`src/rtl/fp32_pkg.sv`:
```
// Shared single-precision constants and the multiplier FSM state encoding.
package fp32_pkg;

  localparam int          EXP_MAX   = 255;
  localparam int          EXP_BIAS  = 127;
  localparam logic [23:0] QNAN_FRAC = 24'h400000;

  typedef enum logic [1:0] {
    S_IDLE = 2'd0,
    S_CALC = 2'd1,
    S_NORM = 2'd2,
    S_DONE = 2'd3
  } fmul_state_t;

endpackage

```
`src/rtl/fmul_seq_if.sv`:
```
// Operand/result handshake bundle for the sequential FP multiplier.
// The master drives operands and out_ready; the slave (fmul_seq) returns the result.
interface fmul_seq_if;

  logic        in_valid;
  logic        in_ready;
  logic        A_sign;
  logic [7:0]  A_exp;
  logic [22:0] A_frac;
  logic        B_sign;
  logic [7:0]  B_exp;
  logic [22:0] B_frac;
  logic        out_valid;
  logic        out_ready;
  logic        sign;
  logic [7:0]  exp;
  logic [23:0] frac;
  logic        error;
  logic        overflow;

  modport master (
    output in_valid, A_sign, A_exp, A_frac, B_sign, B_exp, B_frac, out_ready,
    input  in_ready, out_valid, sign, exp, frac, error, overflow
  );

  modport slave (
    input  in_valid, A_sign, A_exp, A_frac, B_sign, B_exp, B_frac, out_ready,
    output in_ready, out_valid, sign, exp, frac, error, overflow
  );

endinterface

```
`src/rtl/fp32_classify.sv`:
```
// Combinational operand classifier for single-precision values (shared with the divider).
module fp32_classify
  import fp32_pkg::*;
(
  input  logic [7:0]  exp_i,
  input  logic [22:0] frac_i,
  output logic        is_zero,
  output logic        is_inf,
  output logic        is_nan,
  output logic        is_denorm
);

  localparam logic [7:0] EXP_ONES = 8'(EXP_MAX);

  assign is_zero   = (exp_i == 8'd0)     && (frac_i == 23'd0);
  assign is_denorm = (exp_i == 8'd0)     && (frac_i != 23'd0);
  assign is_inf    = (exp_i == EXP_ONES) && (frac_i == 23'd0);
  assign is_nan    = (exp_i == EXP_ONES) && (frac_i != 23'd0);

endmodule

```
`src/rtl/fmul_seq.sv`:
```
// Multi-cycle IEEE-754 single-precision multiplier with an iterative shift-add core.
// Optional build macro FMUL_ROUND_EN: round-to-nearest-even in NORM (default truncates).
module fmul_seq
  import fp32_pkg::*;
#(
  parameter int RADIX_BITS = 1,
  parameter int EXP_BIAS   = fp32_pkg::EXP_BIAS
) (
  input logic       clk,
  input logic       rst,
  fmul_seq_if.slave bus
);

  localparam int ITER = 24 / RADIX_BITS;

  fmul_state_t        state_q, state_d;
  logic [4:0]         cnt_q, cnt_d;
  logic [23:0]        mc_q, mc_d;
  logic [23:0]        mp_q, mp_d;
  logic [47:0]        p_q, p_d;
  logic signed [9:0]  e_q, e_d;
  logic               sign_q, sign_d;
  logic [7:0]         exp_q, exp_d;
  logic [23:0]        frac_q, frac_d;
  logic               error_q, error_d;
  logic               overflow_q, overflow_d;

  logic a_zero, a_inf, a_nan, a_denorm;
  logic b_zero, b_inf, b_nan, b_denorm;
  logic a_flush, b_flush;

  logic [47:0]        pp;
  logic [5:0]         shamt;
  logic [23:0]        mant_raw, norm_mant;
  logic signed [9:0]  e_raw, norm_e;
`ifdef FMUL_ROUND_EN
  logic               guard, sticky;
  logic [24:0]        mant_rnd;
`endif

  fp32_classify u_cls_a (
    .exp_i    (bus.A_exp),
    .frac_i   (bus.A_frac),
    .is_zero  (a_zero),
    .is_inf   (a_inf),
    .is_nan   (a_nan),
    .is_denorm(a_denorm)
  );

  fp32_classify u_cls_b (
    .exp_i    (bus.B_exp),
    .frac_i   (bus.B_frac),
    .is_zero  (b_zero),
    .is_inf   (b_inf),
    .is_nan   (b_nan),
    .is_denorm(b_denorm)
  );

  // Denormals are flushed, so they behave exactly like zero.
  assign a_flush = a_zero | a_denorm;
  assign b_flush = b_zero | b_denorm;

  // Partial product for the RADIX_BITS multiplier bits retired this cycle, placed at its weight.
  assign pp    = 48'(mc_q) * 48'(mp_q[RADIX_BITS-1:0]);
  assign shamt = 6'(int'(cnt_q) * RADIX_BITS);

  // Normalise the 48-bit product and optionally round it.
  always_comb begin
    if (p_q[47]) begin
      mant_raw = p_q[47:24];
      e_raw    = e_q + 10'sd1;
    end else begin
      mant_raw = p_q[46:23];
      e_raw    = e_q;
    end
`ifdef FMUL_ROUND_EN
    guard    = p_q[47] ? p_q[23] : p_q[22];
    sticky   = p_q[47] ? (|p_q[22:0]) : (|p_q[21:0]);
    mant_rnd = {1'b0, mant_raw} + {24'd0, guard & (sticky | mant_raw[0])};
    if (mant_rnd[24]) begin
      norm_mant = 24'h800000;
      norm_e    = e_raw + 10'sd1;
    end else begin
      norm_mant = mant_rnd[23:0];
      norm_e    = e_raw;
    end
`else
    norm_mant = mant_raw;
    norm_e    = e_raw;
`endif
  end

  // Next-state and datapath updates for IDLE/CALC/NORM/DONE.
  always_comb begin
    state_d    = state_q;
    cnt_d      = cnt_q;
    mc_d       = mc_q;
    mp_d       = mp_q;
    p_d        = p_q;
    e_d        = e_q;
    sign_d     = sign_q;
    exp_d      = exp_q;
    frac_d     = frac_q;
    error_d    = error_q;
    overflow_d = overflow_q;
    unique case (state_q)
      S_IDLE: begin
        if (bus.in_valid) begin
          sign_d     = bus.A_sign ^ bus.B_sign;
          error_d    = 1'b0;
          overflow_d = 1'b0;
          if (a_nan || b_nan || (a_flush && b_inf) || (b_flush && a_inf)) begin
            exp_d   = 8'hFF;
            frac_d  = QNAN_FRAC;
            error_d = 1'b1;
            state_d = S_DONE;
          end else if (a_inf || b_inf) begin
            exp_d      = 8'hFF;
            frac_d     = 24'd0;
            overflow_d = 1'b1;
            state_d    = S_DONE;
          end else if (a_flush || b_flush) begin
            exp_d   = 8'd0;
            frac_d  = 24'd0;
            state_d = S_DONE;
          end else begin
            mc_d    = {1'b1, bus.A_frac};
            mp_d    = {1'b1, bus.B_frac};
            p_d     = 48'd0;
            cnt_d   = 5'd0;
            e_d     = $signed({2'b00, bus.A_exp}) + $signed({2'b00, bus.B_exp})
                      - $signed(10'(EXP_BIAS));
            state_d = S_CALC;
          end
        end
      end
      S_CALC: begin
        p_d   = p_q + (pp << shamt);
        mp_d  = mp_q >> RADIX_BITS;
        cnt_d = cnt_q + 5'd1;
        if (cnt_q == 5'(ITER - 1)) state_d = S_NORM;
      end
      S_NORM: begin
        if (norm_e >= 10'sd255) begin
          exp_d      = 8'hFF;
          frac_d     = 24'd0;
          overflow_d = 1'b1;
        end else if (norm_e <= 10'sd0) begin
          exp_d  = 8'd0;
          frac_d = 24'd0;
        end else begin
          exp_d  = norm_e[7:0];
          frac_d = norm_mant;
        end
        state_d = S_DONE;
      end
      S_DONE: begin
        if (bus.out_ready) state_d = S_IDLE;
      end
      default: state_d = S_IDLE;
    endcase
  end

  // State and datapath registers; reset aborts any operation in flight.
  always_ff @(posedge clk) begin
    if (rst) begin
      state_q    <= S_IDLE;
      cnt_q      <= 5'd0;
      mc_q       <= 24'd0;
      mp_q       <= 24'd0;
      p_q        <= 48'd0;
      e_q        <= 10'sd0;
      sign_q     <= 1'b0;
      exp_q      <= 8'd0;
      frac_q     <= 24'd0;
      error_q    <= 1'b0;
      overflow_q <= 1'b0;
    end else begin
      state_q    <= state_d;
      cnt_q      <= cnt_d;
      mc_q       <= mc_d;
      mp_q       <= mp_d;
      p_q        <= p_d;
      e_q        <= e_d;
      sign_q     <= sign_d;
      exp_q      <= exp_d;
      frac_q     <= frac_d;
      error_q    <= error_d;
      overflow_q <= overflow_d;
    end
  end

  assign bus.in_ready  = (state_q == S_IDLE);
  assign bus.out_valid = (state_q == S_DONE);
  assign bus.sign      = sign_q;
  assign bus.exp       = exp_q;
  assign bus.frac      = frac_q;
  assign bus.error     = error_q;
  assign bus.overflow  = overflow_q;

endmodule

```
`src/flat_wrapper.sv`:
```
// flat-port wrapper written by rule: the top's interface ports become plain ports
module fmul_seq_flat import fp32_pkg::*;
#(
  parameter int RADIX_BITS = 1,
  parameter int EXP_BIAS   = fp32_pkg::EXP_BIAS
)
  (clk, rst, bus_in_valid, bus_A_sign, bus_A_exp, bus_A_frac, bus_B_sign, bus_B_exp, bus_B_frac, bus_out_ready, bus_in_ready, bus_out_valid, bus_sign, bus_exp, bus_frac, bus_error, bus_overflow);
  fmul_seq_if bus_i ();
  input logic clk;
  input logic rst;
  input wire logic [$bits(bus_i.in_valid)-1:0] bus_in_valid;
  input wire logic [$bits(bus_i.A_sign)-1:0] bus_A_sign;
  input wire logic [$bits(bus_i.A_exp)-1:0] bus_A_exp;
  input wire logic [$bits(bus_i.A_frac)-1:0] bus_A_frac;
  input wire logic [$bits(bus_i.B_sign)-1:0] bus_B_sign;
  input wire logic [$bits(bus_i.B_exp)-1:0] bus_B_exp;
  input wire logic [$bits(bus_i.B_frac)-1:0] bus_B_frac;
  input wire logic [$bits(bus_i.out_ready)-1:0] bus_out_ready;
  output wire logic [$bits(bus_i.in_ready)-1:0] bus_in_ready;
  output wire logic [$bits(bus_i.out_valid)-1:0] bus_out_valid;
  output wire logic [$bits(bus_i.sign)-1:0] bus_sign;
  output wire logic [$bits(bus_i.exp)-1:0] bus_exp;
  output wire logic [$bits(bus_i.frac)-1:0] bus_frac;
  output wire logic [$bits(bus_i.error)-1:0] bus_error;
  output wire logic [$bits(bus_i.overflow)-1:0] bus_overflow;
  assign bus_i.in_valid = bus_in_valid;
  assign bus_i.A_sign = bus_A_sign;
  assign bus_i.A_exp = bus_A_exp;
  assign bus_i.A_frac = bus_A_frac;
  assign bus_i.B_sign = bus_B_sign;
  assign bus_i.B_exp = bus_B_exp;
  assign bus_i.B_frac = bus_B_frac;
  assign bus_i.out_ready = bus_out_ready;
  assign bus_in_ready = bus_i.in_ready;
  assign bus_out_valid = bus_i.out_valid;
  assign bus_sign = bus_i.sign;
  assign bus_exp = bus_i.exp;
  assign bus_frac = bus_i.frac;
  assign bus_error = bus_i.error;
  assign bus_overflow = bus_i.overflow;
  fmul_seq #(.RADIX_BITS(RADIX_BITS), .EXP_BIAS(EXP_BIAS)) u_core (.clk(clk), .rst(rst), .bus(bus_i));
endmodule
```
`config.mk`:
```
export PLATFORM = sky130hd
export DESIGN_NAME = fmul_seq_flat
export DESIGN_NICKNAME = d
export VERILOG_FILES = /design/src/rtl/fp32_pkg.sv /design/src/rtl/fmul_seq_if.sv /design/src/rtl/fp32_classify.sv /design/src/rtl/fmul_seq.sv /design/src/flat_wrapper.sv
export SDC_FILE = /design/constraint.sdc
export NUM_CORES = 1
export LEC_CHECK = 0
export ABC_AREA = 1
export CAP_MARGIN = 20
export CORE_MARGIN = 2
export CORE_UTILIZATION = 55
export DETAILED_ROUTE_END_ITERATION = 10
export PLACE_DENSITY = 0.76
export SYNTH_ARGS = -nofsm -noshare
export SYNTH_HDL_FRONTEND = slang
export SYNTH_SLANG_ARGS = --single-unit
```
`constraint.sdc`:
```
create_clock -name clk -period 4.2 [get_ports clk]
set_input_delay 0.42 -clock clk [delete_from_list [all_inputs] [get_ports clk]]
set_output_delay 0.42 -clock clk [all_outputs]
set_load 0.01 [all_outputs]
```
-- Word-level counts from Yosys, hierarchy flattened
Index checks and enable logic that the tools add are counted.
- register bits after elaboration: 148
- bits of input ports: 68
- output and inout bits: 37
- word-level logic and storage cells: 114
- $add $sub $neg: 5
- multipliers: 1
- order comparisons: 2
- eq/ne operators: 14
- shifts and indexed selects: 1
- multiplexer cells: 44
- bitwise operators: 6
- reduce and logical (&&, ||, !) cells: 30
- operator list (cell ; count):
    $mux W24 ; 11
    $mux W48 ; 4
    $pmux W24 S2 ; 2
    $pmux W48 S2 ; 1
    $add A48 B48 Y48 ; 1
    $mux W8 ; 6
    $shl A25 B5 Y48 ; 1
    $logic_not A23 Y1 ; 2
    $reduce_bool A23 Y1 ; 2
    $mul A24 B1 Y25 ; 1
    $mux W5 ; 4
    $eq A8 B8 Y1 const B ; 2
    $logic_not A8 Y1 ; 2
    $pmux W8 S2 ; 1
    $mux W2 ; 6
    $add A10 B2 Y10 const B ; 1
    $ge A10 B9 Y1 const B ; 1
    $le A10 B1 Y1 const B ; 1
    $logic_and A1 B1 Y1 ; 10
    $mux W10 ; 1
    $ne A2 B2 Y1 const B ; 5
    $pmux W5 S2 ; 1
    $reduce_and A5 Y1 ; 2
    $sub A10 B8 Y10 const B ; 1
    other kinds (18) ; 34

-- Logic depth before layout (Yosys ltp)
- word-level depth: 9
- mapped depth: 29

-- By module
From an unflattened synthesis, not the netlist that was laid out.
- cell total of the unflattened synthesis: 2241
- area total of the unflattened synthesis: 12914.9 µm²
- by module, submodules not included (module ; instances ; cells an instance ; area each (µm²) ; seq. area each (µm²)):
    fmul_seq ; 1 ; 2161 ; 12577.1 ; 2962.8
    fp32_classify ; 2 ; 40 ; 168.9 ; 0.0

-- Worst setup path after synthesis
No wires, ideal clock.
- path kind: reg-to-reg
- start point: register u_core.cnt_q[0]
- end point: register u_core.p_q[43]
- setup time: 0.128 ns
- arrival: 2.837 ns
- required time: 4.072 ns
- slack: 1.236 ns
- stages on the path, launching flop included: 24
- buffers on the path: 2
- period minus slack after synthesis: 2.964 ns
- cell sequence: dfxtp_1 buf_2 inv_2 clkbuf_1 o21ai_0 o21ai_0 o21ai_0 o21a_1 nand2_1 o21ai_0 ha_1 nand2_1 nor2_1 inv_1 nor2_1 nand2_1 nor2_1 nand2_1 nand3_1 nand2_1 nand3_1 nor2_1 nor2_1 nor2_1
- longest elaborated chain between the ends: 3
- RTL lines (item ; RTL line ; source):
    start: declaration ; fmul_seq.sv:17 ; logic [4:0] cnt_q, cnt_d;
    start signal: assignment ; fmul_seq.sv:180 ; cnt_q <= cnt_d;
    $shl A25 B5 Y48 ; fmul_seq.sv:138 ; p_d = p_q + (pp << shamt);
    $add A48 B48 Y48 ; fmul_seq.sv:138 ;
    $pmux W48 S2 ; fmul_seq.sv:106 ; unique case (state_q)
    end signal: assignment ; fmul_seq.sv:183 ; p_q <= p_d;
    end: declaration ; fmul_seq.sv:20 ; logic [47:0] p_q, p_d;
Every way passes these cells.
A chain may end at the register's enable or synchronous reset.

-- Final worst setup path
- start point: register u_core.mp_q[0]
- end point: register u_core.p_q[41]
- longest elaborated chain between the ends: 4
- RTL lines (item ; RTL line ; source):
    start: declaration ; fmul_seq.sv:19 ; logic [23:0] mp_q, mp_d;
    start signal: assignment ; fmul_seq.sv:182 ; mp_q <= mp_d;
    $mul A24 B1 Y25 ; fmul_seq.sv:64 ; assign pp = 48'(mc_q) * 48'(mp_q[RADIX_BITS-1:0]);
    $shl A25 B5 Y48 ; fmul_seq.sv:138 ;
    $add A48 B48 Y48 ; fmul_seq.sv:138 ;
    $pmux W48 S2 ; fmul_seq.sv:106 ;
Every way passes these cells.

==> impl_metrics.json <==
{
  "post-route-drc-count": 0,
  "synth_seq_area_share": 0.229,
  "viasPerCell": 5.38,
  "crit_buf_inv": 2,
  "ios": 105,
  "place_ws_ns": 0.351,
  "grt_overflow_total": 0,
  "antenna_found_initial": 0,
  "cts_inserted_buffers": 17,
  "path_max_fanout": 13,
  "leakagePower_nw": 7.18,
  "mostFrequentLayoutCells": "nand2_1 (881), inv_1 (282), nor2_1 (276), nand3_1 (155), a21oi_1 (154)",
  "cts_buffer_depth": 2,
  "reg2regPathDepth": 21,
  "synth_area_leaders": "nand2_1 (26%), dfxtp_1 (23%), inv_1 (8.2%)",
  "timing.fmax_mhz": 256,
  "synth_seq_cells": 148,
  "crit_family": "simple AND/OR/NAND/NOR gates",
  "numPortBuffers": 104,
  "place_inst": 2686,
  "holdCritPathClass": "in -> reg",
  "crit_path_end": "u_core.p_q[41]",
  "irDropWorstVdd_mv": 0.342,
  "stdcell_area_um2": 14700,
  "drt_iter0_markers": 1348,
  "cts_tree": "yes",
  "synthCells": 2335,
  "relSlewSlack": 0.329,
  "slew_viol_final": 0,
  "maxCapViolCount": 0,
  "synth_fa_ha_area_frac": 0.0632,
  "final.setup_skew_ns": 0.0147,
  "hpwl_um": 31200,
  "synth_top_family_by_area": "simple AND/OR/NAND/NOR gates",
  "worstPathRequired_ns": 4.49,
  "start_util": 0.555,
  "crit_top_cell": "nand2_1",
  "syn_to_final_growth_pct": 13.8,
  "r2r_end": "u_core.p_q[41]",
  "die_w_um": 157,
  "post-route-period-util": 0.929,
  "setup_violations": 0,
  "cp_slowest_cell": "o21ai_0",
  "path_clk_slew_ns": 0.07,
  "stdcell_count": 2720,
  "num_rows": 56,
  "root_buffer": "clkbuf_16",
  "cts_sinks": 148,
  "fin_crit_ns": 3.90,
  "n_antenna_cell": 0,
  "grt_usage": 0.332,
  "ys_warn_count": 0,
  "yosys.area.top_type": "nand2_1",
  "worstSetupPathType": "reg -> reg",
  "power_density_nw_per_um2": 369,
  "max_slew.worst_pin.slew_ns": 1.01,
  "die_area_um2": 24700,
  "nNetsFinal": 2520,
  "hold_buffers": 0,
  "first_global_vias": 13185,
  "finalHoldViolCount": 0,
  "synth_mux_area_frac": 0.00852,
  "synth.top_cell.area_share": 0.256,
  "r2r_start": "u_core.mp_q[0]",
  "hold_ws_ns": 0.432,
  "avgRoutedWirePerCell_um": 14.9,
  "path_cells": "buf_4 -> nand2_1 -> o21ai_0 -> nand2_1 -> o21ai_1 -> nand2_1 -> nand2_1 -> o21ai_0 -> o21ai_0 -> ha_1 -> nand2_1 -> nor2_1 -> nand2_1 -> nor3_1 -> nand3_1 -> nand3_1 -> nand2_1 -> nand2_1 -> inv_1 -> nand2_1 -> a21oi_1",
  "synth_compound_area_frac": 0.124,
  "yosys.area_share.simple": 0.429,
  "ant_nets": 0,
  "htree_levels": 4,
  "grt_max_degree": 84,
  "netlist_area_um2": 12900,
  "slowest_delay_ns": 0.46,
  "dpl_cell_area_um2": 14100,
  "crit_arrival_ns": 4.19,
  "fin_setup_tns_ns": 0,
  "fp.dieH_um": 157,
  "synth_xor_area_frac": 0.0270,
  "vias": 14643,
  "rsz0062_at_grt": "no",
  "final_common_cell": "nand2_1",
  "worstSkewPairLatency_ns": 0.44,
  "cp-start-kind": "flip-flop",
  "status": "finished, final reports clean",
  "drive_gt1_frac": 0.0342,
  "cp-end-kind": "flip-flop",
  "synth_nets": 2467,
  "syn_area_per_cell_um2": 5.53,
  "core_um2": 23300,
  "fin_ws_ns": 0.300,
  "drt_wl_total_um": 40700,
  "dr.pass1.iters": 7,
  "synth.distinct_cells": 42,
  "cp.depth": 21,
  "grt_pass1_wl_um": 65200,
  "r2r_setup_slack_ns": 0.30,
  "startpoint": "u_core.mp_q[0]",
  "gp_congestion": 1.03
}
==> power breakdown <==
part	internal, W	total, W	switching [W]
registers	0.00161	0.00176	0.000152
logic	0.000653	0.00216	0.00151
clock network	0.000775	0.00150	0.000727
total	0.00304	0.00543	0.00239
==> flip-flops by register name, summed over array words and instances, names as in the netlist <==
name                 cells
u_core.bus.error         1
u_core.bus.exp           8
u_core.bus.frac         24
u_core.bus.overflow      1
u_core.bus.sign          1
u_core.cnt_q             5
u_core.e_q              10
u_core.mc_q             24
u_core.mp_q             24
u_core.p_q              48
u_core.state_q           2
==> cells in the mapped netlist, drive strengths merged <==
library cell / count
a21o: 1
a21oi: 156
a221oi: 1
a31oi: 7
and2: 2
buf: 42
clkbuf: 54
clkinv: 2
dfxtp: 148
fa: 2
ha: 62
inv: 289
mux2i: 11
nand2: 882
nand3: 155
nand3b: 9
nand4: 25
nor2: 282
nor3: 20
nor4: 1
o211ai: 1
o21a: 6
o21ai: 126
o21bai: 3
o22ai: 6
or2: 3
xnor2: 4
xor2: 35
==> worst min-delay path by stage <==
stage | end | cells past startpoint | slack [ns] | from
6_report | u_core.mp_q[9] | 2 | 0.43 | rst
3_3_place_gp | u_core.mp_q[23] | 2 | 0.45 | u_core.mp_q[23]
3_5_place_dp | u_core.mp_q[3] | 2 | 0.46 | u_core.mp_q[3]
5_1_grt | u_core.mc_q[23] | 2 | 0.45 | rst
4_1_cts | u_core.mp_q[7] | 2 | 0.43 | rst
2_1_floorplan | u_core.mp_q[23] | 2 | 0.44 | u_core.mp_q[23]
==> repair_timing <==
action                                  in CTS  in global routing
setup buffers                                0                  2
gates resized for setup                      0                  8
endpoints found under the setup margin       0                 17
==> routing by layer <==
layer,wire length (um),part of all wire,vias up,global-route usage
met3,2660,0.065,85,0.0556
met2,18500,0.45,492,0.543
met5,0,0,-,0
met4,1250,0.031,0,0.122
met1,18300,0.45,6643,0.438
li1,-,-,7423,-
==> metrics by stage <==
step	utilization	total power, W
after global routing	0.632	0.00579
after CTS	0.631	0.00544
after global placement	0.607	0.00389
after floorplan	-	0.00337
final	0.632	0.00543
after detailed placement	0.607	0.00392
==> cell type report <==
| cell class | instances | area [um2] |
|---|---|---|
| fillers | 2444 | 8560 |
| repair buffers | 130 | 1250 |
| multi-input cells | 1800 | 8450 |
| clock buffers | 18 | 429 |
| flip-flops and latches | 148 | 2960 |
| inverters | 291 | 1090 |
| clock inverters | 14 | 123 |
| well taps | 319 | 399 |
==> kinds of logic after synthesis <==
kind of cell             Yosys count
multiplexers                      11
flip-flops                       148
buffers and inverters            387
XOR/XNOR                          39
AND/OR/NAND/NOR                 1379
AO/OA/AOI/OAI                    307
adder cells (fa/ha/maj)           64
(Power assumes the default switching activity.)
==> variant (same settings) <==
Re-encode `fmul_state_t` (4 states) as one-hot, 4 bits wide.
--- a/src/rtl/fp32_pkg.sv
+++ b/src/rtl/fp32_pkg.sv
@@ -7,7 +7,7 @@
 
-  typedef enum logic [1:0] {
-    S_IDLE = 2'd0,
-    S_CALC = 2'd1,
-    S_NORM = 2'd2,
-    S_DONE = 2'd3
+  typedef enum logic [3:0] {
+    S_IDLE = 4'b0001,
+    S_CALC = 4'b0010,
+    S_NORM = 4'b0100,
+    S_DONE = 4'b1000
   } fmul_state_t;
Behaviour: no difference found for any inputs over 4 cycles, from zero or initial values and one cycle with rst high; so few cycles prove little.
==> variant against the original RTL <==
  * Clock skew hardly changed
  * Cell area is 4.3% lower
  * First-iteration DRC count is 20% lower
  * Setup slack worse by 0.18 ns
  * Sequential cell count is 2 higher
  * Power is 18% lower
  * Hold slack worse by 0.20 ns
  * Die area is 5.0% lower
  * Utilization is 1.3 points higher
  * Wire length is 3.7% lower
  * Synthesized area is 5.1% lower
  * Highest routed layer unchanged
  * Critical path depth stayed put
==> variant: results (changes against the original RTL) <==
- Worst vdd ir: 0.000359 V (+4.9%)
- TritonCTS Buffers: 17 (unchanged)
- Top reg by flops: u_core.p_q
- Mapped Nets: 2291 (-7.1%)
- WHS Endpoint: u_core.bus.exp[5]
- CP arrival: 4.35 ns (+0.16 ns)
- Setup slack, reg-to-reg: 0.12 ns (-0.18 ns)
- Top cells by count, synth: 752 x nand2_1, 242 x nor2_1, 234 x inv_1, 182 x a21oi_1, 165 x o21ai_0
- N_diodes: 0 (unchanged)
- CP max stage cell: o21ai_0
- Worst r2r src: u_core.mp_q[0]
- Pin count of the biggest net entering global routing: 95 (+13%)
- Vias in the first global route: 12620 (-4.3%)
- Max reg flops: 48 (unchanged)
- Count of different cell masters after synthesis: 46 (+9.5%)
- Drt drc: 0 (unchanged)
- Final count of pins violating max slew: 0 (unchanged)
- Hold path startpoint: rst
- CP delay by family, top: simple AND/OR/NAND/NOR gates
- Cells after synthesis: 2163 (-7.4%)
- Register area share after synthesis: 24.5% (+1.6 points)
- Status: complete, no violations
- First-pass GRT wire length: 62800 µm (-3.8%)
- Total track usage: 32.9% (-0.26 points)
- Routed vias/inst: 5.54 (+3.0%)
- Final Hold Vio Count: 0 (unchanged)
- Clock root buffer: clkbuf_16
- Crit path largest cell delay: 0.52 ns (+0.06 ns)
- Hold_ws: 0.232 ns (-0.200 ns)
- GP Congestion: 0.991 (-3.5%)
- Worst Hold Class: in2reg
- Lkg Pwr: 6.65 nW (-7.4%)
- Antenna violations before repair: 0 (unchanged)
- Clk slew on worst S/H paths: 0.07 ns (about the same)
- Finished Layout Cells: 2513 (-7.6%)
- Detailed Routing Iterations Pass 1: 6 (-1)
- Relative slew slack: 26.3% (-6.6 points)
- 1st-iter DRT viols: 1081 (-20%)
- Detailed Route WL: 39100 µm (-3.7%)
- Hpwl dp: 30400 µm (-2.7%)
- Yosys warns: 0 (unchanged)
- Share of layout cells above drive strength 1: 3.72% (+0.30 points)
- CTS H-tree lvls: 4 (unchanged)
- Worst-path fanout max: 21 (+8)
- Dpl ws: 0.132 ns (-0.220 ns)
- Cell Area, Placed: 13400 µm² (-4.9%)
- Clk_skew: 0.0151 ns (+0.000386 ns)
- Hold depth: 2 (unchanged)
- Ranking of synthesized cells by area: dfxtp_1 25%, nand2_1 23%, a21oi_1 7.4%
- IO Port Bufs: 104 (unchanged)
- Worst R2R End: u_core.p_q[36]
-- variant: cells by family after synthesis --
logic type	share of synthesized area, %
and+or+nand+nor	40.1
AOI/OAI and AO/OA	17.3
buffers and inverters	10.6
DFF	24.5
adders and majority gates	6.25
xor gates and xnor gates	0.572
muxes	0.653
-- variant: report_power, final --
| part | leakage [nW] | internal [mW] | switching (mW) |
|---|---|---|---|
| clock | 0.300 | 0.904 | 0.736 |
| sequential | 1.22 | 1.57 | 0.102 |
| combinational | 5.12 | 0.380 | 0.759 |
-- variant: how the worst max path moves through the flow --
stage / depth (start not counted) / startpoint / endpoint / slack [ns]
global placement: 23 / u_core.mp_q[0] / u_core.p_q[47] / 0.16
CTS: 23 / u_core.mp_q[0] / u_core.p_q[47] / 0.09
global route: 19 / u_core.cnt_q[1] / u_core.p_q[36] / 0.005
detailed placement: 21 / u_core.mp_q[0] / u_core.p_q[47] / 0.13
floorplan: 24 / u_core.cnt_q[0] / u_core.p_q[47] / 1.27
finish: 21 / u_core.mp_q[0] / u_core.p_q[36] / 0.12
-- variant: final cells by class --
class	count	area [µm²]
Multi-Input combinational cell	1683	7970
Sequential cell	150	3010
Tap cell	280	350
Fill cell	2196	7750
Clock buffer	17	425
Inverter	241	908
Timing Repair Buffer	127	1220
Clock inverter	15	188
-- variant: per-layer routing --
| metal | part of all wire (%) | up-vias | GRT usage, % |
|---|---|---|---|
| met5 | 0 | - | 0 |
| met4 | 4.5 | 0 | 14.9 |
| met3 | 6.4 | 119 | 4.62 |
| met2 | 45 | 510 | 54.7 |
| met1 | 44 | 6243 | 42.3 |
| li1 | - | 7061 | - |
-- variant: what timing repair did --
item	in CTS	in global routing
gates resized for setup	0	8
buffers inserted	0	2
endpoints found under the setup margin	0	31
